===== src/rtl/fb_pixel_writer.sv =====
`default_nettype none
// ============================================================================
// Module   : fb_pixel_writer
// Purpose  : Buffered single-pixel framebuffer writer for the external 16-bit
//            SRAM; yields the SRAM to the display line fetcher on request.
// Revision : 1.0 - initial release
// ============================================================================
module fb_pixel_writer #(
    parameter int FIFO_DEPTH = 4,
    parameter int LINE_WORDS = 800,
    parameter int MAX_X      = 800,
    parameter int MAX_Y      = 600
) (
    input  logic        clk100,
    input  logic        rst,
    input  logic        pix_valid,
    output logic        pix_ready,
    input  logic [9:0]  pix_x,
    input  logic [9:0]  pix_y,
    input  logic [15:0] pix_data,
    input  logic [1:0]  pix_be,
    input  logic        rd_req,
    output logic        rd_gnt,
    output logic [17:0] ram_addr,
    output logic [15:0] ram_dout,
    output logic        ram_ce,
    output logic        ram_oe,
    output logic        ram_we,
    output logic        ram_lb,
    output logic        ram_hb,
    output logic [7:0]  drop_count
);

    localparam int PTR_W   = (FIFO_DEPTH > 1) ? $clog2(FIFO_DEPTH) : 1;
    localparam int CNT_W   = PTR_W + 1;
    localparam int ENTRY_W = 18 + 16 + 2;

    localparam logic [PTR_W-1:0] c_ptr_one    = PTR_W'(1);
    localparam logic [CNT_W-1:0] c_cnt_one    = CNT_W'(1);
    localparam logic [CNT_W-1:0] c_cnt_full   = CNT_W'(FIFO_DEPTH);
    localparam logic [17:0]      c_line_words = 18'(LINE_WORDS);
    localparam logic [7:0]       c_drop_max   = 8'hFF;

    localparam logic [2:0] c_st_idle    = 3'd0;
    localparam logic [2:0] c_st_setup   = 3'd1;
    localparam logic [2:0] c_st_strobe  = 3'd2;
    localparam logic [2:0] c_st_recover = 3'd3;
    localparam logic [2:0] c_st_grant   = 3'd4;

    logic [2:0]         r_state;
    logic [2:0]         w_next_state;
    logic               w_pop;

    logic [ENTRY_W-1:0] r_mem [FIFO_DEPTH];
    logic [PTR_W-1:0]   r_wr_ptr;
    logic [PTR_W-1:0]   r_rd_ptr;
    logic [CNT_W-1:0]   r_count;
    logic [1:0]         r_be;

    logic               w_accept;
    logic               w_in_range;
    logic               w_push;
    logic               w_empty;
    logic               w_busy;
    logic [17:0]        w_addr;
    logic [ENTRY_W-1:0] w_head;

    // Modular 18-bit arithmetic yields exactly the truncated linear address.
    assign w_addr     = 18'(pix_y) * c_line_words + 18'(pix_x);
    assign w_in_range = (32'(pix_x) < MAX_X) && (32'(pix_y) < MAX_Y);
    assign pix_ready  = (r_count != c_cnt_full);
    assign w_accept   = pix_valid & pix_ready;
    assign w_push     = w_accept & w_in_range;
    assign w_empty    = (r_count == '0);
    assign w_head     = r_mem[r_rd_ptr];

    always_ff @(posedge clk100) begin
        if (w_push) begin
            r_mem[r_wr_ptr] <= {w_addr, pix_data, pix_be};
        end
    end

    always_ff @(posedge clk100 or posedge rst) begin
        if (rst) begin
            r_wr_ptr <= '0;
            r_rd_ptr <= '0;
            r_count  <= '0;
        end else begin
            if (w_push) begin
                r_wr_ptr <= r_wr_ptr + c_ptr_one;
            end
            if (w_pop) begin
                r_rd_ptr <= r_rd_ptr + c_ptr_one;
            end
            case ({w_push, w_pop})
                2'b10:   r_count <= r_count + c_cnt_one;
                2'b01:   r_count <= r_count - c_cnt_one;
                default: r_count <= r_count;
            endcase
        end
    end

    always_ff @(posedge clk100 or posedge rst) begin
        if (rst) begin
            drop_count <= '0;
        end else if (w_accept && !w_in_range && (drop_count != c_drop_max)) begin
            drop_count <= drop_count + 8'd1;
        end
    end

    always_ff @(posedge clk100 or posedge rst) begin
        if (rst) begin
            r_state <= c_st_idle;
        end else begin
            r_state <= w_next_state;
        end
    end

    // The fetcher wins only at cycle boundaries; SETUP/STROBE always finish.
    always_comb begin
        w_next_state = r_state;
        w_pop        = 1'b0;
        case (r_state)
            c_st_idle, c_st_recover: begin
                if (rd_req) begin
                    w_next_state = c_st_grant;
                end else if (!w_empty) begin
                    w_next_state = c_st_setup;
                    w_pop        = 1'b1;
                end else begin
                    w_next_state = c_st_idle;
                end
            end
            c_st_setup:  w_next_state = c_st_strobe;
            c_st_strobe: w_next_state = c_st_recover;
            c_st_grant: begin
                if (!rd_req) begin
                    w_next_state = c_st_idle;
                end
            end
            default:     w_next_state = c_st_idle;
        endcase
    end

    always_ff @(posedge clk100 or posedge rst) begin
        if (rst) begin
            ram_addr <= '0;
            ram_dout <= '0;
            r_be     <= '0;
        end else if (w_pop) begin
            ram_addr <= w_head[ENTRY_W-1 -: 18];
            ram_dout <= w_head[17:2];
            r_be     <= w_head[1:0];
        end
    end

    // Strobes decode straight from state so an async reset drops them at once.
    assign w_busy = (r_state == c_st_setup) || (r_state == c_st_strobe) ||
                    (r_state == c_st_recover);
    assign ram_ce = w_busy;
    assign ram_we = (r_state == c_st_strobe);
    assign ram_oe = 1'b0;
    assign ram_lb = w_busy & r_be[0];
    assign ram_hb = w_busy & r_be[1];
    assign rd_gnt = (r_state == c_st_grant);

endmodule
`default_nettype wire

===== config.mk =====
export PLATFORM = sky130hd
export DESIGN_NAME = fb_pixel_writer
export DESIGN_NICKNAME = d
export VERILOG_FILES = /design/src/rtl/fb_pixel_writer.sv
export SDC_FILE = /design/constraint.sdc
export NUM_CORES = 1
export LEC_CHECK = 0
export BUFFER_PORTS_ARGS = -buffer_cell sky130_fd_sc_hd__clkbuf_2
export CAP_MARGIN = 20
export CORE_ASPECT_RATIO = 1.75
export CORE_MARGIN = 1
export CORE_UTILIZATION = 44
export DETAILED_ROUTE_END_ITERATION = 16
export GPL_TIMING_DRIVEN = 0
export SLEW_MARGIN = 20
export SYNTH_ARGS = -nofsm -noshare
export SYNTH_HDL_FRONTEND = slang
export SYNTH_SLANG_ARGS = --single-unit

===== constraint.sdc =====
create_clock -name clk100 -period 2.84 [get_ports clk100]
set_input_delay 0.142 -clock clk100 [delete_from_list [all_inputs] [get_ports clk100]]
set_output_delay 0.142 -clock clk100 [all_outputs]
set_load 0.01 [all_outputs]

==> results of run 1 <==
state kept, by name, indices dropped and copies added, names as in the netlist:
name,count
drop_count,8
r_count,3
r_mem,144
r_be,2
r_wr_ptr,2
r_state,3
r_rd_ptr,2
ram_dout,16
ram_addr,18
cell type report:
cell class,count,area (µm²)
Clock buffer,17,425.4
Timing Repair Buffer,123,835.8
Multi-Input combinational cell,242,2843
Fill cell,1568,8608
Sequential cell,198,5675
Tap cell,241,301.5
Inverter,32,122.6
Buffer,14,78.83
Clock inverter,14,222.7
worst paths after layout:
| kind | start | endpoint | depth (start not counted) |
|---|---|---|---|
| worst min register to register | r_be[0] | r_be[0] | 1 |
| min in group clk100 | pix_valid | drop_count[3] | 5 |
| worst max register to register | r_state[0] | r_count[2] | 10 |
| worst min-delay path | rst | ram_dout[2] | 3 |
| max in group asynchronous | rst | ram_addr[2] | 4 |
| worst max-delay path | pix_y[2] | r_mem[3][35] | 11 |
per-stage QoR:
stage	instances	utilization	worst slack (ps)	instance area, µm²
2_1_floorplan	486	-	32.68	8610
3_3_place_gp	816	0.4895	-962.5	9356
3_5_place_dp	821	0.4955	-509.5	9472
4_1_cts	878	0.5433	11.69	10390
5_1_grt	881	0.5496	-1.851	10510
6_report	881	0.5496	144.2	10510
synthesized netlist by cell type, types with 2 or more instances:
cell type | number | area, µm²
mux2_2 | 29 | 326.6
nand2b_1 | 3 | 18.77
mux2_4 | 8 | 120.1
a21oi_1 | 7 | 35.03
a211oi_1 | 3 | 22.52
xor2_1 | 12 | 105.1
mux4_2 | 36 | 810.8
ha_1 | 43 | 538.0
buf_2 | 6 | 30.03
nand4b_1 | 2 | 17.52
and2_1 | 8 | 50.05
dfrtp_1 | 54 | 1351
o21ai_0 | 13 | 65.06
nand2_1 | 10 | 37.54
fa_1 | 7 | 140.1
nor2b_1 | 3 | 18.77
xnor2_1 | 23 | 201.4
nor2_1 | 11 | 41.29
edfxtp_1 | 144 | 4324
buf_6 | 2 | 22.52
a21o_1 | 3 | 22.52
inv_1 | 32 | 120.1
nand3_1 | 3 | 15.01
clkbuf_1 | 5 | 18.77
nor3_1 | 3 | 15.01
o21a_1 | 3 | 22.52
logic make-up after synthesis:
kind of cell    after synthesis  synth area share
flops                       198            0.6600
mux                          74            0.1474
fa+ha+maj                    50           0.07886
simple gates                 48           0.02954
buf+inv                      46           0.02314
xor+xnor                     35           0.03565
compound gates               34           0.02502
other cells                   1         0.0004361
routing by layer:
layer | wire [µm] | vias to the layer above | global-route usage
li1 | - | 2111 | -
met1 | 6413 | 2302 | 0.1898
met2 | 8637 | 79 | 0.3092
met3 | 454 | 16 | 0.03345
met4 | 218 | 0 | 0.05848
met5 | 0 | - | 0
repair_timing:
action | 4_1_cts | 5_1_grt
setup endpoints to repair | 8 | 12
setup buffers | 1 | 3
resized for setup | 1 | 21
hold endpoints to repair | 147 | 0
hold buffers | 25 | 0
pin swaps | 0 | 8
power groups by stage:
stage                     logic, mW  registers, mW  clock network (mW)
final                          3.44           4.15                2.62
after floorplan                2.20           4.30                   0
after CTS                      3.39           4.16                2.67
after detailed placement       3.33           4.22                   0
after global routing           3.78           4.22                2.77
after global placement         3.21           4.19                   0
worst max-delay path, stage by stage:
cell,delay (ps)
clkbuf_2,110
ha_1,290
ha_1,320
fa_1,510
ha_4,310
xor2_1,210
and2_4,190
o21ai_1,130
nor3b_4,240
nand4b_1,190
xnor2_2,220
==> run_results.csv, run 1 <==
group,metric,value,unit
outcome,status,"finished clean",
detailed_routing,num_vias,4508,
floorplanning,die_w,107.7,µm
sta,worst_slew_pin_slew,719.7,ps
pwr,switchingPower,3.017,mW
synth,syn_nets,578,
pwr,power_density,971.6,nW/µm²
detailed_routing,finalWirelength,15720,µm
finish,area_growth,22.16,%
synth,synth.distinct_cells,39,
worst_setup_path,crit_type,"in2reg",
pwr,switching_share,0.2956,
clock_network,clk_latency,420,ps
job,maxCapViolCount,0,
worst_setup_path,worstPathMaxFanout,5,
pwr,p_int,7.189,mW
worst_setup_path,reg2reg_setup_slack,280,ps
clock_network,cts_max_level,4,
global_route,grt_pass1_wl,25060,µm
worst_hold_path,hold_class,"in2async",
floorplanning,io-pin-count,91,
clock_network,cts.clk_slew.worst_paths,70,ps
worst_setup_path,end_kind,"register",
finish,drive_above_1_share,0.3672,
synth,synth_seq_cells,198,
clock_network,clock_sink_count,198,
worst_setup_path,start_kind,"input port",
sta,fin_skew,7.435,ps
synth,async_flop_share,0.2727,
pwr,power,10.21,mW
clock_network,clockRootBuffer,"clkbuf_16",
synth,mappedNetlistArea,8599,µm²
global_route,grt_pass1_vias,4874,
sta,slew_headroom,0.5202,
placement,io_buffers,89,
pwr,ir_drop,0.6389,mV
finish,nets,720,
sta,whs,148.2,ps
finish,diodes,0,
clock_network,numCtsBuffers,17,
floorplanning,start_util,0.4499,
sta,fin_crit,2696,ps
finish,final_cell_mix,"edfxtp_1 (144), clkbuf_2 (88), dfrtp_1 (54)",
synth,ys_seq_area_frac,0.6600,
floorplanning,core,19110,µm²
sta,hold_viol,0,
placement,gp_congestion,0.7562,
global_route,grt_max_degree,46,
pwr,seq_power_share,0.407,
sta,fin_tns_setup,0,ps
synth,syn-mean-instance-area,17.69,µm²
global_route,antenna_found_initial,0,
global_route,gr-total-overflow,0,
detailed_routing,wl_per_cell,17.85,µm
sta,timing.fmax,370.9,MHz
global_route,track_usage,0.1683,
pwr,leakagePower,4.137,nW
synth,synth-main-ff-cell,"edfxtp_1",
synth,synth_edf_count,144,
floorplanning,die_area,20130,µm²
detailed_routing,firstDrtPassIters,4,
pwr,pwr-share-clk,0.256,
synth,ys_warn_count,0,
detailed_routing,via_per_inst,5.117,
floorplanning,row_count,67,
clock_network,cts_tree,"done",
sta,slew_violations,0,
worst_setup_path,cp.arrival,2850,ps
pwr,p_comb_frac,0.337,
floorplanning,die_h,186.9,µm
worst_setup_path,required,3000,ps
sta,min_period_over_period,0.9492,
placement,dp_hpwl,10610,µm
detailed_routing,drt_iter0_markers,211,
sta,setup_viol,0,
detailed_routing,drcViolationCount,0,
synth,synthCells,486,
finish,final_common_cell,"edfxtp_1",
clock_network,cts_max_path_buffers,2,
detailed_routing,ant_nets,0,
Power figures use the tool's default switching activity.
==> run 2, diff against run 1 <==
Settings changed: SETUP_SLACK_MARGIN from default to 0.3.
==> run_results.csv, run 2 (synthesis results as in run 1) <==
group,metric,value,unit
outcome,status,"finished clean",
sta,timing.fmax,401.6,MHz
pwr,seq_power_share,0.407,
placement,gp_congestion,0.7367,
finish,fillerInstances,1519,
job,maxCapViolCount,0,
finish,regMostFlops,"r_mem",
placement,placed_cells,821,
pwr,p_comb_frac,0.352,
pwr,switching_share,0.3001,
sta,min_period_over_period,0.8768,
pwr,leakagePower,4.146,nW
pwr,pwr-share-clk,0.241,
finish,seq_area,5675,µm²
sta,slew_headroom,0.5245,
worst_setup_path,required,3000,ps
pwr,p_int,7.134,mW
detailed_routing,drcViolationCount,0,
floorplanning,row_count,67,
detailed_routing,firstDrtPassIters,5,
sta,slew_violations,0,
sta,hold_viol,0,
clock_network,clk_latency,430,ps
pwr,power_density,950.5,nW/µm²
global_route,grt_max_degree,45,
placement,placed_cell_area,9639,µm²
finish,nets,725,
floorplanning,start_util,0.4499,
finish,largest_reg_flops,144,
sta,worst_slew_pin_slew,713.2,ps
global_route,grt_pass1_wl,25140,µm
global_route,track_usage,0.1690,
clock_network,numCtsBuffers,17,
floorplanning,die_area,20130,µm²
pwr,switchingPower,3.059,mW
finish,final_area,10720,µm²
floorplanning,die_h,186.9,µm
detailed_routing,drt_iter0_markers,201,
floorplanning,io-pin-count,91,
detailed_routing,num_vias,4541,
floorplanning,die_w,107.7,µm
finish,area_growth,24.70,%
sta,fin_crit,2490,ps
worst_setup_path,r2r-start,"r_state[1]",
finish,diodes,0,
worst_setup_path,worstPathMaxFanout,4,
finish,multi_input_area,3009,µm²
worst_setup_path,start_kind,"input port",
clock_network,cts_max_path_buffers,2,
clock_network,cts_tree,"done",
placement,io_buffers,89,
global_route,grt_pass1_vias,4857,
clock_network,cts_max_level,4,
placement,dp_hpwl,10720,µm
worst_setup_path,crit_type,"in2reg",
global_route,gr-total-overflow,0,
clock_network,cts.clk_slew.worst_paths,70,ps
worst_setup_path,reg2regPathDepth,10,
finish,final_cells,887,
worst_setup_path,cp.arrival,2650,ps
finish,final_cell_mix,"edfxtp_1 (144), clkbuf_2 (84), dfrtp_1 (54)",
finish,drive_above_1_share,0.4087,
finish,reg.largest.list,"r_mem x144, ram_addr x18, ram_dout x16",
detailed_routing,via_per_inst,5.120,
detailed_routing,ant_nets,0,
sta,fin_tns_setup,0,ps
sta,rsz0062_at_grt,"no",
pwr,ir_drop,0.5251,mV
detailed_routing,wl_per_cell,17.76,µm
floorplanning,core,19110,µm²
finish,finish.utilization,0.5611,
finish,final_common_cell,"edfxtp_1",
worst_setup_path,r2r_end,"r_count[2]",
worst_setup_path,reg2reg_setup_slack,400,ps
global_route,antenna_found_initial,0,
clock_network,clockRootBuffer,"clkbuf_16",
worst_hold_path,hold_class,"in2async",
clock_network,clock_sink_count,198,
sta,fin_skew,9.073,ps
worst_setup_path,end_kind,"register",
detailed_routing,finalWirelength,15750,µm
sta,setup_viol,0,
==> run 2: metrics by stage <==
stage / setup WS (ps) / hold WS, ps / power [mW]
2_1_floorplan: 244.4 / 240.9 / 6.580
3_3_place_gp: -1046 / 356.1 / 7.482
3_5_place_dp: -328.8 / 53.30 / 7.660
4_1_cts: 300.4 / 138.0 / 10.22
5_1_grt: 298.5 / 164.2 / 10.76
6_report: 350.0 / 156.3 / 10.19
==> run 2: timing repair <==
action | in CTS | in global routing
resized for setup | 9 | 31
setup buffers | 3 | 6
endpoints found under the setup margin | 8 | 17
endpoints found under the hold margin | 147 | 0
hold buffers | 25 | 0
pin swaps | 6 | 28
==> run 2: worst max-delay path, stage by stage <==
cell and delay (ps):
buf_4 140, ha_4 260, inv_2 30, ha_4 250, inv_2 30, fa_1 490
inv_2 50, ha_4 290, o21ai_2 60, o21ai_2 180, o21ai_2 100, xor2_2 190
nand4b_1 230, xnor2_2 200
==> run 2: worst max path at each step <==
stage | start | to
finish | pix_y[4] | r_mem[3][35]
global route | pix_y[6] | r_mem[0][35]
CTS | pix_y[3] | r_mem[3][35]
detailed placement | pix_y[5] | r_mem[0][35]
global placement | pix_y[5] | r_mem[0][5]
floorplan | pix_y[5] | r_mem[0][35]
==> run 2: final cells by class <==
type,count,area share
buffer,14,0.008167
clock buffer,19,0.04130
clock inverter,13,0.01575
sequential,198,0.5292
multi-input combinational,242,0.2806
inverter,32,0.01260
timing repair buffer,128,0.08424
tap,241,0.02812
==> run 2: power groups by stage <==
stage / Combinational, mW / Sequential, mW / Clock [mW]
2_1_floorplan: 2.29 / 4.30 / 0
3_3_place_gp: 3.29 / 4.19 / 0
3_5_place_dp: 3.44 / 4.22 / 0
4_1_cts: 3.56 / 4.16 / 2.51
5_1_grt: 3.92 / 4.21 / 2.63
6_report: 3.59 / 4.15 / 2.45
==> run 2: metal layers <==
layer | wire, µm | track usage | up-vias
met5 | 0 | 0 | -
met4 | 229 | 0.05374 | 0
met3 | 482 | 0.03589 | 17
met2 | 8984 | 0.3134 | 86
met1 | 6054 | 0.1883 | 2312
li1 | - | - | 2126
==> run 3, diff against run 2 <==
Settings changed: CORE_ASPECT_RATIO 1.75 to default, TNS_END_PERCENT from default to 20.
Clock period 2.84 ns to 2.3 ns, I/O delays scaled along.
==> run_results.csv, run 3 (synthesis results as in run 1) <==
group,metric,value,unit
global_route,track_usage,0.1738,
detailed_routing,ant_nets,0,
pwr,switchingPower,3.958,mW
worst_setup_path,cp.arrival,2600,ps
sta,fin_skew,10.71,ps
detailed_routing,drcViolationCount,0,
placement,gp_congestion,0.7975,
detailed_routing,via_per_inst,5.028,
global_route,gr-total-overflow,0,
finish,finish.utilization,0.5820,
pwr,seq_power_share,0.404,
worst_setup_path,r2r_end,"r_count[2]",
sta,fin_tns_setup,-1098,ps
clock_network,cts_max_path_buffers,2,
clock_network,cts_max_level,4,
finish,final_area,11030,µm²
global_route,grt_pass1_vias,4977,
worst_setup_path,start_kind,"input port",
clock_network,clock_sink_count,198,
sta,setup_slack,-121.4,ps
outcome,status,"complete, but fails checks",
worst_setup_path,crit_slowest_cell,"fa_1",
clock_network,cts_tree,"done",
sta,timing.fmax,413.0,MHz
worst_setup_path,slowest_delay,440,ps
worst_setup_path,worst-path-buf-inv,1,
worst_hold_path,min-delay-start,"pix_x[5]",
floorplanning,start_util,0.4537,
pwr,ir_drop,0.6444,mV
sta,fin_crit,2421,ps
finish,largest_reg_flops,144,
finish,final_common_cell,"edfxtp_1",
sta,rsz0062_at_grt,"yes",
global_route,grt_pass1_wl,25670,µm
worst_setup_path,reg2regPathDepth,10,
worst_setup_path,worstPathMaxFanout,5,
job,maxCapViolCount,0,
placement,dp_hpwl,10590,µm
placement,placed_cell_area,9644,µm²
worst_setup_path,crit_family,"adder cells",
detailed_routing,firstDrtPassIters,4,
floorplanning,io-pin-count,91,
finish,reg.largest.list,"r_mem x144, ram_addr x18, ram_dout x16",
sta,hold_viol,0,
outcome,violations,"setup timing",
worst_setup_path,reg2reg_setup_slack,40,ps
worst_setup_path,end_kind,"register",
finish,diodes,0,
worst_setup_path,crit_top_cell,"ha_4",
detailed_routing,drt_iter0_markers,167,
floorplanning,die_area,20110,µm²
worst_setup_path,cp_cell_sequence,"clkbuf_16 -> ha_4 -> ha_4 -> fa_1 -> ha_4 -> a21o_1 -> a21oi_4 -> xnor2_4 -> nor3b_4 -> nand4b_1 -> xnor2_2",
global_route,antenna_found_initial,0,
finish,nets,738,
pwr,power_density,1149,nW/µm²
sta,min_period_over_period,1.053,
floorplanning,die_h,141.8,µm
worst_hold_path,hold_class,"in2reg",
floorplanning,row_count,50,
pwr,leakagePower,4.267,nW
sta,slew_violations,0,
worst_hold_path,hold_depth,2,
global_route,grt_max_degree,37,
pwr,p_comb_frac,0.377,
finish,drive_above_1_share,0.4507,
finish,area_growth,28.30,%
detailed_routing,wl_per_cell,17.91,µm
floorplanning,core,18960,µm²
finish,regMostFlops,"r_mem",
finish,final_cell_mix,"edfxtp_1 (144), clkbuf_2 (87), dfrtp_1 (54)",
worst_setup_path,worstSetupStartpoint,"pix_y[2]",
pwr,p_int,8.716,mW
placement,io_buffers,89,
sta,setup_viol,16,
floorplanning,die_w,141.8,µm
worst_setup_path,crit_type,"in2reg",
pwr,pwr-share-clk,0.219,
clock_network,clk_latency,440,ps
clock_network,clockRootBuffer,"clkbuf_16",
pwr,power,12.67,mW
worst_setup_path,r2r-start,"r_state[1]",
detailed_routing,finalWirelength,16460,µm
clock_network,numCtsBuffers,17,
worst_setup_path,crit_cells,11,
clock_network,cts.clk_slew.worst_paths,70,ps
pwr,switching_share,0.3123,
detailed_routing,num_vias,4621,
worst_setup_path,required,2470,ps
worst_setup_path,crit_end,"r_mem[2][35]",
## run 3: metal layers
metal | part of all wire | vias to the layer above | GRT usage
li1 | - | 2151 | -
met1 | 0.43 | 2354 | 0.2167
met2 | 0.52 | 94 | 0.3028
met3 | 0.037 | 22 | 0.03611
met4 | 0.013 | 0 | 0.05659
met5 | 0 | - | 0
## run 3: power groups by stage
stage / clock network (mW) / registers (mW) / logic (mW)
floorplan: 0 / 5.30 / 2.83
global placement: 0 / 5.17 / 4.08
detailed placement: 0 / 5.20 / 4.22
CTS: 2.85 / 5.12 / 4.64
global route: 2.99 / 5.20 / 5.23
finish: 2.78 / 5.12 / 4.78
## run 3: what timing repair did
item | 4_1_cts | 5_1_grt
gates cloned | 1 | 1
setup buffers | 13 | 8
hold buffers | 25 | 0
pin swaps | 32 | 22
gates resized for setup | 54 | 29
setup endpoints to repair | 204 | 125
hold endpoints to repair | 117 | 0
## run 3: worst min path at each step
stage | to | slack, ps
after CTS | drop_count[0] | 110
after global routing | r_mem[0][23] | 150
after detailed placement | ram_dout[15] | 130
final | r_mem[0][23] | 150
after global placement | r_mem[0][6] | 330
after floorplan | r_mem[0][0] | 210
## run 3: final cells by class
type	instances	area, µm²
clock inverters	13	112.6
fillers	1493	7923
repair buffers	139	1052
inverters	32	140.1
plain buffers	14	116.4
clock buffers	19	442.9
flip-flops and latches	198	5675
well taps	260	325.3
multi-input cells	244	3168
## run 3: metrics by stage
| step | setup slack [ps] | std cells | hold slack [ps] |
|---|---|---|---|
| finish | -121.4 | 919 | 146.9 |
| floorplan | -268.6 | 486 | 213.9 |
| detailed placement | -857.0 | 839 | 129.8 |
| CTS | -102.5 | 910 | 109.5 |
| global route | -220.6 | 919 | 149.5 |
| global placement | -1714 | 835 | 328.9 |
